### src/rtl/display_pkg.sv
//----------------------------------------------------------------------------
// display_pkg
// Mode encodings, seven-segment glyph codes and digit count shared by the
// display controller and its glyph ROM.
// Revision: 1.0
//----------------------------------------------------------------------------
`default_nettype none

package display_pkg;

    typedef enum logic [2:0] {
        ST_IDLE    = 3'd0,
        ST_ECHO    = 3'd1,
        ST_LOWPASS = 3'd2,
        ST_PLUS    = 3'd3,
        ST_MINUS   = 3'd4
    } mode_t;

    localparam int c_num_digits = 4;

    // Segment order {a,b,c,d,e,f,g}, active-low.
    localparam logic [6:0] c_glyph_e     = 7'b0110000;
    localparam logic [6:0] c_glyph_c     = 7'b0110001;
    localparam logic [6:0] c_glyph_h     = 7'b1001000;
    localparam logic [6:0] c_glyph_o     = 7'b0000001;
    localparam logic [6:0] c_glyph_l     = 7'b1110001;
    localparam logic [6:0] c_glyph_p     = 7'b0011000;
    localparam logic [6:0] c_glyph_u     = 7'b1000001;
    localparam logic [6:0] c_glyph_d     = 7'b1000010;
    localparam logic [6:0] c_glyph_n     = 7'b1101010;
    localparam logic [6:0] c_glyph_dash  = 7'b1111110;
    localparam logic [6:0] c_glyph_blank = 7'b1111111;

endpackage

`default_nettype wire

### src/rtl/mode_glyph_rom.sv
//----------------------------------------------------------------------------
// mode_glyph_rom
// Combinational lookup of the seven-segment glyph for a (mode, digit) pair.
// Revision: 1.0
//----------------------------------------------------------------------------
`default_nettype none

module mode_glyph_rom
    import display_pkg::*;
(
    input  logic [2:0] i_mode,
    input  logic [1:0] i_digit,
    output logic [6:0] o_glyph
);

    // Digit 3 is the leftmost character of each word.
    always_comb begin
        o_glyph = c_glyph_blank;
        case (i_mode)
            ST_IDLE: o_glyph = c_glyph_dash;
            ST_ECHO: begin
                case (i_digit)
                    2'd3:    o_glyph = c_glyph_e;
                    2'd2:    o_glyph = c_glyph_c;
                    2'd1:    o_glyph = c_glyph_h;
                    default: o_glyph = c_glyph_o;
                endcase
            end
            ST_LOWPASS: begin
                if (i_digit == 2'd3)      o_glyph = c_glyph_l;
                else if (i_digit == 2'd2) o_glyph = c_glyph_p;
            end
            ST_PLUS: begin
                if (i_digit == 2'd3)      o_glyph = c_glyph_u;
                else if (i_digit == 2'd2) o_glyph = c_glyph_p;
            end
            ST_MINUS: begin
                if (i_digit == 2'd3)      o_glyph = c_glyph_d;
                else if (i_digit == 2'd2) o_glyph = c_glyph_n;
            end
            default: o_glyph = c_glyph_blank;
        endcase
    end

endmodule

`default_nettype wire

### src/rtl/mode_display_ctrl.sv
//----------------------------------------------------------------------------
// mode_display_ctrl
// Priority mode selection with volume-feedback hold, driving a multiplexed
// 4-digit common-anode seven-segment display.
// Revision: 1.0
//----------------------------------------------------------------------------
`default_nettype none

module mode_display_ctrl
    import display_pkg::*;
#(
    parameter int REFRESH_DIV = 50000,
    parameter int HOLD_CYCLES = 25000000
) (
    input  logic       clk,
    input  logic       rst,
    input  logic       echo_en,
    input  logic       lowpass_en,
    input  logic       plus,
    input  logic       minus,
    output logic [6:0] seg,
    output logic [3:0] an,
    output logic [2:0] mode
);

    localparam int c_presc_w = (REFRESH_DIV > 2) ? $clog2(REFRESH_DIV) : 1;
    localparam int c_hold_w  = $clog2(HOLD_CYCLES + 1);
    localparam logic [c_presc_w-1:0] c_presc_last = c_presc_w'(REFRESH_DIV - 1);
    localparam logic [c_hold_w-1:0]  c_hold_load  = c_hold_w'(HOLD_CYCLES);
    localparam logic [c_hold_w-1:0]  c_hold_one   = c_hold_w'(1);

    mode_t                r_state;
    logic [c_hold_w-1:0]  r_hold;
    logic                 r_plus_q;
    logic                 r_minus_q;
    logic [c_presc_w-1:0] r_presc;
    logic [1:0]           r_digit;
    logic                 r_lit;
    logic [3:0]           r_an;
    logic [6:0]           r_seg;

    logic                 w_plus_edge;
    logic                 w_minus_edge;
    logic                 w_in_hold;
    logic [6:0]           w_glyph;

    assign w_plus_edge  = plus  & ~r_plus_q;
    assign w_minus_edge = minus & ~r_minus_q;
    // The counter includes the current cycle, so a load of HOLD_CYCLES gives
    // exactly HOLD_CYCLES cycles in the volume mode before re-evaluation.
    assign w_in_hold    = ((r_state == ST_PLUS) || (r_state == ST_MINUS)) &&
                          (r_hold > c_hold_one);

    always_ff @(posedge clk) begin
        if (rst) begin
            r_state   <= ST_IDLE;
            r_hold    <= '0;
            r_plus_q  <= 1'b0;
            r_minus_q <= 1'b0;
        end else begin
            r_plus_q  <= plus;
            r_minus_q <= minus;
            if (w_plus_edge) begin
                r_state <= ST_PLUS;
                r_hold  <= c_hold_load;
            end else if (w_minus_edge) begin
                r_state <= ST_MINUS;
                r_hold  <= c_hold_load;
            end else if (w_in_hold) begin
                r_hold  <= r_hold - c_hold_one;
            end else if (echo_en) begin
                r_state <= ST_ECHO;
                r_hold  <= '0;
            end else if (lowpass_en) begin
                r_state <= ST_LOWPASS;
                r_hold  <= '0;
            end else begin
                r_state <= ST_IDLE;
                r_hold  <= '0;
            end
        end
    end

    mode_glyph_rom u_rom (
        .i_mode  (r_state),
        .i_digit (r_digit),
        .o_glyph (w_glyph)
    );

    // Digits stay dark until the first prescaler wrap, then anode and glyph
    // are registered together from the same index.
    always_ff @(posedge clk) begin
        if (rst) begin
            r_presc <= '0;
            r_digit <= 2'd0;
            r_lit   <= 1'b0;
            r_an    <= 4'b1111;
            r_seg   <= c_glyph_blank;
        end else begin
            if (r_presc == c_presc_last) begin
                r_presc <= '0;
                r_digit <= r_digit + 2'd1;
                r_lit   <= 1'b1;
            end else begin
                r_presc <= r_presc + 1'b1;
            end
            if (r_lit) begin
                r_an  <= ~(4'b0001 << r_digit);
                r_seg <= w_glyph;
            end else begin
                r_an  <= 4'b1111;
                r_seg <= c_glyph_blank;
            end
        end
    end

    assign seg  = r_seg;
    assign an   = r_an;
    assign mode = r_state;

endmodule

`default_nettype wire

### config.mk
export PLATFORM = sky130hd
export DESIGN_NAME = mode_display_ctrl
export DESIGN_NICKNAME = d
export VERILOG_FILES = /design/src/rtl/display_pkg.sv /design/src/rtl/mode_glyph_rom.sv /design/src/rtl/mode_display_ctrl.sv
export SDC_FILE = /design/constraint.sdc
export NUM_CORES = 1
export LEC_CHECK = 0
export ABC_AREA = 1
export CORE_MARGIN = 2
export CORE_UTILIZATION = 53
export CTS_CLUSTER_SIZE = 10
export DETAILED_ROUTE_END_ITERATION = 8
export PLACE_DENSITY = 0.76
export SYNTH_ARGS = -nofsm -noshare
export SYNTH_HDL_FRONTEND = slang
export SYNTH_SLANG_ARGS = --single-unit
### constraint.sdc
create_clock -name clk -period 1.3 [get_ports clk]
set_input_delay 0.325 -clock clk [delete_from_list [all_inputs] [get_ports clk]]
set_output_delay 0.325 -clock clk [all_outputs]
set_load 0.03 [all_outputs]
==> reports/metrics.csv <==
stage,metric,value,unit
outcome,outcome,finished with violations,
outcome,violations,setup timing,
clocking,htree_levels,3,
yosys,syn-cell-area,2960,µm²
yosys,synth_nets,431,
finish,num-nets-final,539,
yosys,synth_seq_cells,60,
clocking,cts_buffer_depth,2,
routing,drt_iter0_drc,221,
worst_setup_path,endpoint_kind,flip-flop,
timing,setup_viol,48,
clocking,insertion_delay,0.35,ns
place,dp.cells,577,
yosys,synth.yosys.seq_area_share,0.405,
routing,postRouteAntennaNets,0,
power,power_density,1040,nW/µm²
global_routing,grt_use_total,0.274,
finish,area_growth,51.6,%
worst_setup_path,worst_setup_path_start_kind,flip-flop,
global_routing,grt_pass1_vias,2986,
timing,clock_skew,0.0134,ns
place,hpwlAfterDp,5130,µm
yosys,synth_top_cell_area_share,0.405,
finish,drive_gt1_frac,0.481,
worst_setup_path,crit_chain,"nor2_2, nand2_1, nor2_4, nand2_2, nor2_4, nor2_8, buf_6, nand2_1, a21oi_1",
finish,fillCellCount,303,
floorplan,die_y,78.8,µm
floorplan,fp-row-count,27,
flow_run,cap_violations,0,
clocking,root_buffer,clkbuf_8,
worst_setup_path,max_stage_delay,0.35,ns
finish,fin_area,4490,µm²
timing,rsz0062_at_grt,yes,
place,gp_congestion,0.887,
power,irDropWorstVdd,0.868,mV
finish,diodes,0,
routing,via_per_inst,5.25,
floorplan,dieArea,6210,µm²
timing,clock.fmax,638,MHz
global_routing,grt_antenna_before_repair,0,
finish,stdcell_count,602,
routing,num_vias,3158,
routing,route.detailed.drc,0,
timing,finalCriticalPeriod,1.57,ns
timing,finalCritPeriodShare,1.21,
floorplan,io_pins,20,
timing,hold_viol,0,
worst_setup_path,cp_data_required_time,1.52,ns
worst_setup_path,criticalPathCategory,reg2reg,
worst_setup_path,critPathSlowestCell,dfxtp_2,
routing,wirelength,9020,µm
clocking,cts.sink_count,60,
finish,final_cell_mix,"nand2_1 (81), buf_4 (77), inv_1 (43), dfxtp_1 (43), nor2_2 (35)",
finish,final_common_cell,nand2_1,
yosys,avgSynthCellArea,7.11,µm²
yosys,synthCells,417,
place,io_buffers,19,
yosys,yosys_warnings,0,
min_path,hold_class,reg2reg,
worst_setup_path,critPathArrivalTime,1.79,ns
floorplan,die_w,78.8,µm
worst_setup_path,worstRegToRegCells,9,
routing,routedWlPerCell,15.0,µm
worst_setup_path,cp_max_fo,7,
yosys,synthTopCellsByArea,"dfxtp_1 (41%), nand2_1 (12%), nor2_1 (7.1%)",
floorplan,fp.coreArea,5440,µm²
place,placed_cell_area,3850,µm²
yosys,yosys.area.top_type,dfxtp_1,
yosys,yosysUniqueCellTypes,29,
clocking,cts_inserted_buffers,9,
global_routing,grt_pass1_wl,13300,µm
timing,relSlewSlack,0.803,
power,cellLeakagePower,1.94,nW
floorplan,start_util,0.545,
timing,worstMarginPinSlew,0.293,ns
finish,fin_util,0.826,
global_routing,grt_max_degree,17,
routing,dr.pass1.iters,6,
clocking,cts_tree,done,
min_path,holdPathStages,2,
timing,setup_slack,-0.268,ns
clocking,cts.clk_slew.worst_paths,0.08,ns
timing,maxSlewViolCount,0,
global_routing,gr-total-overflow,0,
worst_setup_path,r2r_setup_slack,-0.27,ns
-- stage by stage --
stage                     hold WS, ns  TNS (ns)  total power [mW]  setup slack [ns]
after CTS                       0.473     -3.49              4.54            -0.118
final                           0.496     -7.64              4.67            -0.268
after floorplan                 0.412    -0.411              2.44           -0.0416
after detailed placement        0.455    -14.10              2.76            -0.411
after global placement          0.447    -13.25              2.74            -0.391
after global routing            0.515    -10.40              4.84            -0.315
-- metal layers --
layer / GRT usage / up-vias / part of all wire / wire length (µm)
li1: - / 1539 / - / -
met1: 0.309 / 1469 / 0.41 / 3670
met2: 0.497 / 115 / 0.51 / 4590
met3: 0.0489 / 35 / 0.043 / 388
met4: 0.130 / 0 / 0.041 / 374
met5: 0 / - / 0 / 0
-- cell type report --
class / count / area (µm²) / area share
Timing Repair Buffer: 102 / 835 / 0.186
Sequential cell: 60 / 1230 / 0.275
Clock inverter: 6 / 63.8 / 0.0142
Multi-Input combinational cell: 299 / 1930 / 0.430
Inverter: 53 / 200 / 0.0445
Tap cell: 72 / 90.1 / 0.0200
Clock buffer: 10 / 138 / 0.0306
-- synthesized netlist by cell type (all sizes together) --
| master | count |
|---|---|
| xor2 | 3 |
| buf | 3 |
| or2 | 3 |
| o21ai | 14 |
| nand2 | 102 |
| clkinv | 1 |
| nor2 | 78 |
| or3 | 1 |
| clkbuf | 3 |
| o211ai | 2 |
| ha | 8 |
| dfxtp | 60 |
| a21oi | 28 |
| nand3 | 25 |
| nand4 | 11 |
| nor3 | 11 |
| xnor2 | 11 |
| inv | 52 |
| nor3b | 1 |
-- what timing repair did --
item	in CTS	in global routing
gates resized for setup	93	56
hold buffers	0	0
pin swaps	24	20
setup endpoints to repair	56	57
hold endpoints to repair	0	0
gates cloned	2	0
setup buffers	4	3
-- path summary, 6_finish.rpt --
path                                         endpoint                   from
worst min-delay path            r_presc[8]$_SDFF_PP0_  r_presc[8]$_SDFF_PP0_
worst max register to register  r_hold[19]$_SDFF_PP0_  r_hold[12]$_SDFF_PP0_
worst max-delay path            r_hold[19]$_SDFF_PP0_  r_hold[12]$_SDFF_PP0_
worst min register to register  r_presc[8]$_SDFF_PP0_  r_presc[8]$_SDFF_PP0_
-- cell families after synthesis --
logic type | after synthesis | share of synthesized area
AND/OR/NAND/NOR | 232 | 0.363
flip-flops | 60 | 0.405
buffers and inverters | 59 | 0.0810
AO/OA/AOI/OAI | 44 | 0.0760
XOR/XNOR | 14 | 0.0414
adder cells (fa/ha/maj) | 8 | 0.0338
-- power breakdown --
group	switching (mW)	leakage (nW)	internal, mW
Sequential	0.0701	0.497	1.89
Clock	0.789	0.0983	0.933
Combinational	0.543	1.35	0.446
Total	1.40	1.94	3.27
-- state kept, by name (all words and copies together), names as in the netlist --
name and flops:
r_minus_q 1, r_digit 2, r_presc 16, r_lit 1
r_plus_q 1, an 4, r_hold 25, mode 3
seg 7
-- worst max-delay path, delay by kind of cell (launching register included) --
kind	cells	cell delay, ns
AOI/OAI and AO/OA	1	0.06
buffers and inverters	1	0.13
DFF	1	0.35
and+or+nand+nor	7	0.88
Note: power is estimated with default switching activity, not from simulation.
